## src/rtl/mem_arb_pkg.sv

```systemverilog
// Shared types and constants for the instruction/data RAM port arbiter.
package mem_arb_pkg;

    // Arbiter FSM: idle (grant point) or waiting one cycle for RAM read data.
    typedef enum logic [1:0] {
        IDLE   = 2'd0,
        I_WAIT = 2'd1,
        D_WAIT = 2'd2
    } arb_state_t;

    // addi x0, x0, 0 -- fetch return value before any fetch has completed.
    localparam logic [31:0] NOP_INSTR = 32'h00000013;

    // Load data returned for a misaligned data read.
    localparam logic [31:0] MISALIGN_RDATA = 32'h00000000;

endpackage

```

## src/rtl/mem_port_arbiter.sv

```systemverilog
// Arbitrates one single-port synchronous RAM between the instruction fetch
// port and the MEM-stage data port. Data wins ties (older instruction).
// Each access is a grant cycle followed by a completion cycle, during which
// no other grant is issued, so throughput is one access every two cycles.
module mem_port_arbiter
    import mem_arb_pkg::*;
#(
    parameter int AW    = 10,
    parameter int CNT_W = 16
) (
    input  logic             clk,
    input  logic             reset,
    input  logic             i_req,
    input  logic [31:0]      i_addr,
    output logic [31:0]      i_rdata,
    output logic             i_valid,
    input  logic             d_rd,
    input  logic             d_wr,
    input  logic [31:0]      d_addr,
    input  logic [31:0]      d_wdata,
    output logic [31:0]      d_rdata,
    output logic             d_valid,
    output logic             stall,
    output logic             ram_en,
    output logic             ram_we,
    output logic [AW-1:0]    ram_addr,
    output logic [31:0]      ram_wdata,
    input  logic [31:0]      ram_rdata,
    output logic             misalign_err,
    output logic [CNT_W-1:0] conflict_cnt
);

    arb_state_t        state_reg;
    arb_state_t        state_next;
    logic [31:0]       i_hold_reg;
    logic [31:0]       d_hold_reg;
    logic              d_read_reg;     // pending data access is a load
    logic              d_mis_reg;      // pending data access is misaligned
    logic              misalign_err_reg;
    logic [CNT_W-1:0]  conflict_cnt_reg;

    logic              d_req;
    logic              d_mis;
    logic              grant_d;
    logic              ram_en_next;
    logic              ram_we_next;
    logic [AW-1:0]     ram_addr_next;
    logic [31:0]       ram_wdata_next;

    // Address bits outside the word index are intentionally ignored.
    logic              unused_addr_bits;
    assign unused_addr_bits = ^{i_addr[31:AW+2], i_addr[1:0], d_addr[31:AW+2]};

    assign d_req   = d_rd | d_wr;
    assign d_mis   = (d_addr[1:0] != 2'b00);
    assign grant_d = (state_reg == IDLE) && d_req;

    // Grant selection, RAM command and completion-cycle output muxing.
    always_comb begin
        state_next     = state_reg;
        ram_en_next    = 1'b0;
        ram_we_next    = 1'b0;
        ram_addr_next  = '0;
        ram_wdata_next = '0;
        i_valid        = 1'b0;
        d_valid        = 1'b0;
        i_rdata        = i_hold_reg;
        d_rdata        = d_hold_reg;
        case (state_reg)
            IDLE: begin
                if (d_req) begin
                    // Misaligned accesses still complete, but never touch the RAM.
                    ram_en_next    = ~d_mis;
                    ram_we_next    = d_wr & ~d_mis;
                    ram_addr_next  = d_addr[AW+1:2];
                    ram_wdata_next = d_wdata;
                    state_next     = D_WAIT;
                end else if (i_req) begin
                    ram_en_next    = 1'b1;
                    ram_addr_next  = i_addr[AW+1:2];
                    state_next     = I_WAIT;
                end
            end
            I_WAIT: begin
                i_valid    = 1'b1;
                i_rdata    = ram_rdata;
                state_next = IDLE;
            end
            D_WAIT: begin
                d_valid = 1'b1;
                if (d_mis_reg) begin
                    d_rdata = MISALIGN_RDATA;
                end else if (d_read_reg) begin
                    d_rdata = ram_rdata;
                end
                state_next = IDLE;
            end
            default: begin
                state_next = IDLE;
            end
        endcase
    end

    // RAM command is forced quiet while reset is held, even with requests pending.
    always_comb begin
        ram_en    = ram_en_next & reset;
        ram_we    = ram_we_next & reset;
        ram_addr  = reset ? ram_addr_next : '0;
        ram_wdata = reset ? ram_wdata_next : '0;
    end

    // Stall while any request has not yet seen its completion pulse.
    assign stall = (i_req & ~i_valid) | (d_req & ~d_valid);

    // FSM state register.
    always_ff @(posedge clk or negedge reset) begin
        if (!reset) begin
            state_reg <= IDLE;
        end else begin
            state_reg <= state_next;
        end
    end

    // Remember the kind of data access granted, for the completion cycle.
    always_ff @(posedge clk or negedge reset) begin
        if (!reset) begin
            d_read_reg <= 1'b0;
            d_mis_reg  <= 1'b0;
        end else if (grant_d) begin
            d_read_reg <= ~d_wr;
            d_mis_reg  <= d_mis;
        end
    end

    // Hold the last fetched word and last load result between accesses.
    always_ff @(posedge clk or negedge reset) begin
        if (!reset) begin
            i_hold_reg <= NOP_INSTR;
            d_hold_reg <= '0;
        end else begin
            if (state_reg == I_WAIT) begin
                i_hold_reg <= ram_rdata;
            end
            if ((state_reg == D_WAIT) && d_read_reg) begin
                d_hold_reg <= d_mis_reg ? MISALIGN_RDATA : ram_rdata;
            end
        end
    end

    // Sticky misaligned-data-access flag.
    always_ff @(posedge clk or negedge reset) begin
        if (!reset) begin
            misalign_err_reg <= 1'b0;
        end else if (grant_d && d_mis) begin
            misalign_err_reg <= 1'b1;
        end
    end

    // Saturating count of cycles where a fetch lost to a data access.
    always_ff @(posedge clk or negedge reset) begin
        if (!reset) begin
            conflict_cnt_reg <= '0;
        end else if (grant_d && i_req && !(&conflict_cnt_reg)) begin
            conflict_cnt_reg <= conflict_cnt_reg + 1'b1;
        end
    end

    assign misalign_err = misalign_err_reg;
    assign conflict_cnt = conflict_cnt_reg;

endmodule

```

## config.mk

```make
export PLATFORM = sky130hd
export DESIGN_NAME = mem_port_arbiter
export DESIGN_NICKNAME = d
export VERILOG_FILES = /design/src/rtl/mem_arb_pkg.sv /design/src/rtl/mem_port_arbiter.sv
export SDC_FILE = /design/constraint.sdc
export NUM_CORES = 1
export LEC_CHECK = 0
export BUFFER_PORTS_ARGS = -buffer_cell sky130_fd_sc_hd__buf_2
export CAP_MARGIN = 20
export CORE_MARGIN = 1
export CORE_UTILIZATION = 40
export DETAILED_ROUTE_END_ITERATION = 10
export PLACE_DENSITY_LB_ADDON = 0.08
export SYNTH_ARGS = -nofsm -noshare
export SYNTH_HDL_FRONTEND = slang
export SYNTH_SLANG_ARGS = --single-unit
```

## constraint.sdc

```tcl
create_clock -name clk -period 1.78 [get_ports clk]
set_clock_uncertainty 0.15 [all_clocks]
set_input_delay 0.267 -clock clk [delete_from_list [all_inputs] [get_ports clk]]
set_output_delay 0.267 -clock clk [all_outputs]
set_load 0.005 [all_outputs]
```

==> results of run 1 <==
-- layer usage --
layer | vias up | wire length (um)
met2 | 179 | 8359
met1 | 2311 | 6793
met3 | 30 | 831
met5 | - | 11
li1 | 2228 | -
met4 | 2 | 425
-- final timing paths --
check                      cells after the start                      endpoint                       start  slack (ps)
max                                            7                    d_rdata[0]    state_reg[0]$_DFFE_PN0P_        -420
min                                            3    d_hold_reg[19]$_DFFE_PN0P_               ram_rdata[19]          50
max reg2reg                                    9  conflict_cnt[15]$_DFFE_PN0P_    state_reg[0]$_DFFE_PN0P_        -200
min reg2reg                                    2    d_hold_reg[30]$_DFFE_PN0P_  d_hold_reg[30]$_DFFE_PN0P_         330
max in group asynchronous                      3      state_reg[1]$_DFFE_PN0P_                       reset         530
min in group asynchronous                      3      i_hold_reg[29]$_DFF_PN0_                       reset         490
-- cell usage after synthesis, drive strengths merged --
master  number  area share [%]
nand2      110             9.1
dfrtp       82              45
a22oi       40             6.6
mux2        34             8.4
and2        33             4.6
nand3b      32             5.3
o21ai       32             3.5
buf         18             2.3
clkbuf      17             1.4
xor2        14             2.7
nor2b       11             1.5
nor2        10             1.0
a21oi        7            0.77
nor3         6            0.66
nor4         6             1.4
and3         5            0.69
nand4        5            0.69
dfstp        3             1.7
inv          3            0.25
nand3        2            0.50
nor3b        2            0.33
and4         1            0.19
and4bb       1            0.28
ha           1            0.28
nand2b       1            0.14
o21bai       1            0.17
or2          1            0.14
-- what timing repair did --
action / CTS / global route
gates resized for setup: 99 / 149
hold buffers: 2 / 0
endpoints found under the setup margin: 142 / 136
setup buffers: 12 / 23
gates cloned: 5 / 12
hold endpoints to repair: 83 / 0
pin swaps: 22 / 73
-- power by group through the flow --
stage               sequential [W]  combinational [W]  clock [W]
floorplan                  0.00277            0.00127          0
global placement           0.00276            0.00248          0
detailed placement         0.00280            0.00254          0
CTS                        0.00278            0.00306    0.00183
global route               0.00288            0.00411    0.00192
finish                     0.00282            0.00383    0.00180
-- final cells by class --
type	count	area share, %
multi-input combinational	357	35.78
sequential	85	27.01
tap	140	2.219
timing repair inverter	1	0.09512
timing repair buffer	304	31.15
clock buffer	11	3.075
clock inverter	5	0.4597
inverter	3	0.2061
-- placed cells by master (no fill, tap or decap), types with 2 or more instances in the layout --
cell           instances
xor2_1                14
dlygate4sd3_1          2
nor2_1                 6
nand3b_1              32
nor2_4                 4
nor2b_1               10
o21ai_1               31
a21oi_1                6
inv_4                  2
and3_1                 4
buf_2                161
clkbuf_16             18
buf_4                 47
and2_4                23
dfstp_2                3
nand2_2                2
buf_8                  3
nand4_1                5
clkinvlp_4             4
nand3_4                2
buf_6                 73
nor3_4                 6
and3_4                 2
nand2_1              108
mux2_4                34
dfrtp_1               81
and2_1                10
nor4_4                 6
buf_12                 8
a22oi_1                4
a22oi_2               36
-- per-stage QoR --
stage	cell area [um2]	setup TNS [ps]	total power, W	setup WS, ps	std cells
after global placement	6068	-979.2	0.005244	-85.64	844
after floorplan	4541	-34.89	0.004040	-17.99	478
after global routing	7893	-48540	0.008911	-499.2	906
final	7893	-39880	0.008449	-420.2	906
after detailed placement	6068	-2199	0.005338	-124.3	844
after CTS	6893	-32820	0.007670	-366.1	877
-- critical path: stages (launching register included) --
cell       delay [ps]
dfrtp_1           400
nand2b_4          170
nor2_4            250
buf_6             150
clkbuf_16         130
a22oi_2            40
o21ai_1           150
buf_2             140
-- cells by family after synthesis --
family	count (synthesis)	share of synthesized area, %
xor+xnor	14	2.706
fa+ha+maj	1	0.2760
buf+inv	38	3.920
flops	85	47.02
simple gates	226	26.53
mux	34	8.448
compound gates	80	11.10
==> results.txt, run 1 <==
status - complete, but fails checks
violated checks - negative setup slack
P_leak - 3.913 nW
power density over the cells - 1070 mW/mm2
TritonCTS Buffers - 9
syn nets - 612
Antenna Nets Post-Route - 0
first-pass GRT wire length - 22.01 mm
antenna violations before repair - 1
detailed placer's ending HPWL - 9.969 mm
CTS sink cnt - 85
RSZ-0062 raised after global routing - yes
Final Hold Viols - 0
die height - 108.4 um
htree depth - 3
Pins Over Slew Limit - 0
DRT iter0 DRCs - 166
final cycle utilization of the critical path - 123.6%
CP Launch Type - flop
vias in the first global route - 4186
gr usage total - 24.89%
Avg Synthesized Cell Area - 9.481 um2
Root Driver - clkbuf_16
Tightest Pin Transition - 513.8 ps
number of diodes - 0
GRT busiest layer - met2
worst rel slew slack - 65.62%
FILL cells - 797
port bufs - 218
CP Max Fanout - 7
met2 usage - 42.72%
Netlist cell types - 33
post-layout minimum cycle time - 2200 ps
GR Util met3 - 5.244%
Switch Pwr - 0.002750 W
# rows - 38
M1 GR Usage - 30.95%
P&R area growth vs syn - 74.16%
Layout Utilization - 72.17%
type of the worst setup path - reg -> out
Gate power share - 45.4%
hold slack - 47.55 ps
Ports - 261
Pre-antenna DRT Iters - 4
via count - 4750
FF+latch count, synth - 85
sw frac - 32.55%
Synth Warn # - 0
CTS tree - built
peak supply drop - 0.6201 mV
maxcap violations - 0
Internal - 0.005698 W
die area - 0.01176 mm2
Die X - 108.4 um
Critical Path RT - 1360 ps
fmax - 454.5 MHz
Worst EP arrival - 1780 ps
DRC errors left - 0
WL final - 16.42 mm
CTS Buffer Depth - 2
cell count after synthesis - 478
Clk network pwr share - 21.3%
pin count of the biggest net entering global routing - 86
area of the multi-input gates - 0.002824 mm2
Starting Density - 41.44%
Core Area - 0.01094 mm2
nets - 895
sequential area share after synthesis - 47.02%
register area - 0.002132 mm2
post-synthesis instance area - 0.004532 mm2
Hold/Removal Path Class - in -> reg
share of layout cells above drive strength 1 - 58.49%
vias per inst - 5.243
part of the power in registers - 33.4%
Avg WL per Cell - 18.12 um
Final setup viols - 127
GRT overflow - 0
crit path capture type - primary output
final estimated routing congestion in global placement - 0.8031
final setup margin - -420.2 ps
Worst-Skew Late Latency - 340 ps
Worst-path clk slew - 60 ps
Note: power is estimated with default switching activity, not from simulation.
==> run 2, diff against run 1 <==
--- a/config.mk
+++ b/config.mk
@@ -7,10 +7,12 @@
 export LEC_CHECK = 0
 export BUFFER_PORTS_ARGS = -buffer_cell sky130_fd_sc_hd__buf_2
 export CAP_MARGIN = 20
+export CORE_ASPECT_RATIO = 0.7
 export CORE_MARGIN = 1
 export CORE_UTILIZATION = 40
 export DETAILED_ROUTE_END_ITERATION = 10
-export PLACE_DENSITY_LB_ADDON = 0.08
+export PLACE_DENSITY = 0.88
+export SKIP_CTS_REPAIR_TIMING = 1
 export SYNTH_ARGS = -nofsm -noshare
 export SYNTH_HDL_FRONTEND = slang
 export SYNTH_SLANG_ARGS = --single-unit
==> run 2 against run 1 <==
  * The flow still finishes with violations (negative setup slack)
  * Routed wire length fell by 8.8%
  * Clock power increased by 10%
  * Worst setup slack better by 68 ps
  * Combinational power decreased by 14%
  * Die area about the same
  * Maximum frequency up 3.2%
  * Global-route usage fell by 2.5 points
  * Critical path depth did not move
  * Clock-buffer cell count stayed put
  * Register-to-register slack improved by 160 ps
  * Cell area fell by 9.2%
  * Total power down 4.0%
==> results.txt, run 2 (synthesis results as in run 1) <==
Switch Pwr - 0.002526 W (was 0.002750 W)
CTS tree - built (unchanged)
pin count of the biggest net entering global routing - 71 (was 86)
Layout Cells excl Fill - 891 (was 906)
Worst-path clk slew - 60 ps (about the same)
Critical Path RT - 1360 ps (about the same)
worst rel slew slack - 39.31% (was 65.62%)
peak supply drop - 0.5240 mV (was 0.6201 mV)
maxcap violations - 0 (unchanged)
detailed placer's ending HPWL - 9.737 mm (was 9.969 mm)
via count - 4584 (was 4750)
Die X - 129.2 um (was 108.4 um)
commonest non-fill, non-tap cell in the layout - buf_2 (unchanged)
crit path capture type - primary output (unchanged)
Avg WL per Cell - 16.80 um (was 18.12 um)
share of layout cells above drive strength 1 - 49.46% (was 58.49%)
post-layout minimum cycle time - 2132 ps (was 2200 ps)
Layout Utilization - 65.06% (was 72.17%)
Pre-antenna DRT Iters - 5 (was 4)
P_leak - 3.688 nW (was 3.913 nW)
Root Driver - clkbuf_16 (unchanged)
htree depth - 3 (unchanged)
fmax - 469.0 MHz (was 454.5 MHz)
number of diodes - 0 (unchanged)
violated checks - negative setup slack (unchanged)
CTS sink cnt - 85 (unchanged)
Hold/Removal Path Class - in -> reg (unchanged)
antenna violations before repair - 0 (was 1)
DRC errors left - 0 (unchanged)
hold slack - 48.62 ps (was 47.55 ps)
sw frac - 31.14% (was 32.55%)
die height - 91.06 um (was 108.4 um)
vias per inst - 5.145 (was 5.243)
gr usage total - 22.41% (was 24.89%)
Worst EP arrival - 1720 ps (was 1780 ps)
TritonCTS Buffers - 9 (unchanged)
Pins Over Slew Limit - 0 (unchanged)
most frequent cells in the layout - buf_2, nand2_1, dfrtp_1 (unchanged)
DRT iter0 DRCs - 187 (was 166)
power density over the cells - 1132 mW/mm2 (was 1070 mW/mm2)
Internal - 0.005585 W (was 0.005698 W)
Antenna Nets Post-Route - 0 (unchanged)
Final Hold Viols - 0 (unchanged)
CP Max Fanout - 7 (unchanged)
GRT overflow - 0 (unchanged)
Worst-Skew Late Latency - 330 ps (was 340 ps)
CTS Buffer Depth - 2 (unchanged)
P&R area growth vs syn - 58.06% (was 74.16%)
die area - 0.01177 mm2 (was 0.01176 mm2)
Core Area - 0.01101 mm2 (was 0.01094 mm2)
cell count after placement - 861 (was 844)
port bufs - 218 (unchanged)
Power, Total - 0.008112 W (was 0.008449 W)
RSZ-0062 raised after global routing - yes (unchanged)
final estimated routing congestion in global placement - 0.8663 (was 0.8031)
Starting Density - 41.16% (was 41.44%)
# rows - 32 (was 38)
final setup margin - -352.2 ps (was -420.2 ps)
Gate power share - 40.6% (was 45.4%)
first-pass GRT wire length - 20.38 mm (was 22.01 mm)
nets - 867 (was 895)
FILL cells - 872 (was 797)
setup tns final - -29020 ps (was -39880 ps)
part of the power in registers - 35.0% (was 33.4%)
Ports - 261 (unchanged)
Final setup viols - 114 (was 127)
CP Launch Type - flop (unchanged)
status - complete, but fails checks (unchanged)
type of the worst setup path - reg -> out (unchanged)
Clk network pwr share - 24.4% (was 21.3%)
vias in the first global route - 4095 (was 4186)
WL final - 14.97 mm (was 16.42 mm)
Tightest Pin Transition - 910.3 ps (was 513.8 ps)
final cycle utilization of the critical path - 119.8% (was 123.6%)
-- run 2: path summary, 6_finish.rpt --
check,startpoint,slack [ps],cells past startpoint,to
hold / removal,ram_rdata[24],50,3,d_hold_reg[24]$_DFFE_PN0P_
setup reg to reg,state_reg[1]$_DFFE_PN0P_,-40,6,conflict_cnt[7]$_DFFE_PN0P_
setup / recovery,state_reg[0]$_DFFE_PN0P_,-350,7,d_rdata[23]
max in group asynchronous,reset,820,2,i_hold_reg[27]$_DFF_PN0_
hold reg to reg,misalign_err$_DFFE_PN0P_,330,1,misalign_err$_DFFE_PN0P_
min in group asynchronous,reset,70,2,i_hold_reg[8]$_DFF_PN0_
-- run 2: layer usage --
| layer | track usage, % | share of wire [%] | up-vias | wire (um) |
|---|---|---|---|---|
| li1 | - | - | 2153 | - |
| met3 | 5.186 | 5.3 | 19 | 800 |
| met1 | 27.05 | 41 | 2225 | 6127 |
| met2 | 39.70 | 52 | 187 | 7855 |
| met5 | 0 | 0 | - | 0 |
| met4 | 6.078 | 1.3 | 0 | 189 |
-- run 2: cell type report --
cell class	instances	area [um2]	area share [%]
clock inverter	5	75.07	1.048
sequential	85	2132	29.76
timing repair buffer	279	1977	27.60
tap	153	191.4	2.672
clock buffer	11	232.7	3.249
inverter	3	11.26	0.1572
multi-input combinational	355	2544	35.51
-- run 2: power groups by stage --
stage	Sequential [W]	Clock [W]	Combinational, W
4_1_cts	0.00280	0.00202	0.00247
2_1_floorplan	0.00277	0	0.00127
3_5_place_dp	0.00284	0	0.00247
5_1_grt	0.00289	0.00210	0.00357
6_report	0.00284	0.00198	0.00329
3_3_place_gp	0.00279	0	0.00240
-- run 2: worst max-delay path, cell delays in order, from the launching register on --
cell       delay [ps]
dfrtp_1           410
nand2b_4          170
nor2_4            120
buf_12            150
clkbuf_16         150
a22oi_1            70
o21ai_1           160
buf_2             130
-- run 2: metrics by stage --
step,instance area [um2],worst slack [ps]
2_1_floorplan,4541,-17.99
3_3_place_gp,6150,-50.36
3_5_place_dp,6150,-124.7
4_1_cts,6457,-428.5
5_1_grt,7163,-400.5
6_report,7163,-352.2
==> run 3, diff against run 2 <==
--- a/config.mk
+++ b/config.mk
@@ -12,6 +12,7 @@
 export CORE_UTILIZATION = 40
 export DETAILED_ROUTE_END_ITERATION = 10
 export PLACE_DENSITY = 0.88
+export REMOVE_ABC_BUFFERS = 1
 export SKIP_CTS_REPAIR_TIMING = 1
 export SYNTH_ARGS = -nofsm -noshare
 export SYNTH_HDL_FRONTEND = slang
==> run 3 against run 2 <==
  * The run still ends with negative setup slack left
  * Total power increased by 0.48%
  * Register-to-register slack worse by 200 ps
  * Cell area is 2.8% higher
  * Maximum frequency is 2.7% lower
  * Sequential cell count unchanged
  * Routed wire length rose by 7.1%
  * Clock power fell by 8%
  * First-iteration DRC count increased by 58%
  * Sequential power hardly changed
  * Final cell count increased by 2.7%
  * Die area unchanged
  * Critical endpoint is now i_rdata[8]
  * Highest routed layer unchanged
==> results.txt, run 3 (synthesis results as in run 1) <==
Hold Path Cell Cnt - 2 (was 3)
hold slack - 43.42 ps (was 48.62 ps)
CP Max Fanout - 6 (was 7)
Clk network pwr share - 22.4% (was 24.4%)
sw frac - 31.87% (was 31.14%)
part of the power in registers - 34.5% (was 35.0%)
Internal - 0.005553 W (was 0.005585 W)
fmax - 456.3 MHz (was 469.0 MHz)
Worst-path clk slew - 60 ps (about the same)
port bufs - 218 (unchanged)
CTS sink cnt - 85 (unchanged)
Starting Density - 41.16% (unchanged)
P_leak - 3.768 nW (was 3.688 nW)
via count - 4717 (was 4584)
GRT overflow - 0 (unchanged)
htree depth - 3 (unchanged)
Pre-antenna DRT Iters - 5 (unchanged)
share of layout cells above drive strength 1 - 51.05% (was 49.46%)
violated checks - negative setup slack (unchanged)
DP Area - 0.006166 mm2 (was 0.006150 mm2)
die area - 0.01177 mm2 (unchanged)
final cycle utilization of the critical path - 123.1% (was 119.8%)
dpl ws - -191.3 ps (was -124.7 ps)
Root Driver - clkbuf_16 (unchanged)
CTS Buffer Depth - 2 (unchanged)
most frequent cells in the layout - buf_2, nand2_1, dfrtp_1 (unchanged)
vias in the first global route - 4140 (was 4095)
WL final - 16.03 mm (was 14.97 mm)
die height - 91.06 um (unchanged)
maxcap violations - 0 (unchanged)
cell count after placement - 866 (was 861)
Antenna Nets Post-Route - 0 (unchanged)
Worst-Skew Late Latency - 330 ps (about the same)
status - complete, but fails checks (unchanged)
Layout Cells excl Fill - 915 (was 891)
Power, Total - 0.008151 W (was 0.008112 W)
worst reg-to-reg setup slack - -240 ps (was -40 ps)
CP Launch Type - flop (unchanged)
detailed placer's ending HPWL - 9.586 mm (was 9.737 mm)
Die X - 129.2 um (unchanged)
post-layout minimum cycle time - 2191 ps (was 2132 ps)
final estimated routing congestion in global placement - 0.8151 (was 0.8663)
peak supply drop - 0.5696 mV (was 0.5240 mV)
Hold/Removal Path Class - in -> reg (unchanged)
worst rel slew slack - 67.79% (was 39.31%)
Pins Over Slew Limit - 0 (unchanged)
antenna violations before repair - 0 (unchanged)
Worst EP arrival - 1770 ps (was 1720 ps)
first-pass GRT wire length - 20.24 mm (was 20.38 mm)
number of diodes - 0 (unchanged)
Final Cell Area - 0.007367 mm2 (was 0.007163 mm2)
P&R area growth vs syn - 62.56% (was 58.06%)
Avg WL per Cell - 17.52 um (was 16.80 um)
Crit. Startpoint - state_reg[1]$_DFFE_PN0P_ (was state_reg[0]$_DFFE_PN0P_)
Tightest Pin Transition - 481.7 ps (was 910.3 ps)
# rows - 32 (unchanged)
pin count of the biggest net entering global routing - 86 (was 71)
gr usage total - 22.21% (was 22.41%)
Ports - 261 (unchanged)
DRT iter0 DRCs - 296 (was 187)
type of the worst setup path - reg -> out (unchanged)
commonest non-fill, non-tap cell in the layout - buf_2 (unchanged)
Gate power share - 43.1% (was 40.6%)
DRC errors left - 0 (unchanged)
Switch Pwr - 0.002598 W (was 0.002526 W)
nets - 891 (was 867)
Final setup viols - 123 (was 114)
power density over the cells - 1106 mW/mm2 (was 1132 mW/mm2)
TritonCTS Buffers - 9 (unchanged)
vias per inst - 5.155 (was 5.145)
reg2reg path depth - 8 (was 6)
RR Startpoint - state_reg[1]$_DFFE_PN0P_ (unchanged)
Final Hold Viols - 0 (unchanged)
Hold Startpoint - d_wr (was ram_rdata[24])
Core Area - 0.01101 mm2 (unchanged)
final setup margin - -411.5 ps (was -352.2 ps)
CTS tree - built (unchanged)
Critical Path RT - 1360 ps (about the same)
crit path capture type - primary output (unchanged)
RSZ-0062 raised after global routing - yes (unchanged)
## run 3: layout make-up
type	instances	area, um2
clock inverter	5	52.55
inverter	3	15.01
sequential	85	2131
fill	814	3643
tap	153	191.4
clock buffer	11	232.7
timing repair buffer	301	2171
multi-input combinational	357	2574
## run 3: metrics by stage
step / util [%] / setup TNS, ps
3_5_place_dp: 56.00 / -3163
6_report: 66.91 / -38450
3_3_place_gp: 56.00 / -1421
5_1_grt: 66.91 / -49270
2_1_floorplan: - / -143440
4_1_cts: 58.59 / -41520
## run 3: worst paths after layout
check,end
max,i_rdata[8]
min,d_read_reg$_DFFE_PN0P_
max reg2reg,conflict_cnt[13]$_DFFE_PN0P_
min reg2reg,misalign_err$_DFFE_PN0P_
max in group asynchronous,i_hold_reg[4]$_DFF_PN1_
min in group asynchronous,conflict_cnt[1]$_DFFE_PN0P_
## run 3: routing by layer
layer  up-vias  share of wire (%)  routed length [um]  global-route usage (%)
li1       2207                  -                   -                       -
met1      2270                 42                6696                   29.43
met2       219                 50                7964                   35.98
met3        21                7.2                1148                   5.893
met4         0                1.4                 223                   5.294
met5         -                  0                   0                       0
## run 3: critical path: stages (launching register included)
cell and delay (ps):
dfrtp_1 420, buf_6 140, nor2b_4 120, buf_12 150, clkbuf_16 170, mux2_4 320, buf_6 120
## run 3: power groups by stage
stage                     clock network, W  registers [W]  logic, W
after floorplan                          0        0.00280   0.00117
after global placement                   0        0.00275   0.00248
after detailed placement                 0        0.00280   0.00257
after CTS                          0.00186        0.00277   0.00258
after global routing               0.00194        0.00287   0.00379
final                              0.00183        0.00281   0.00351
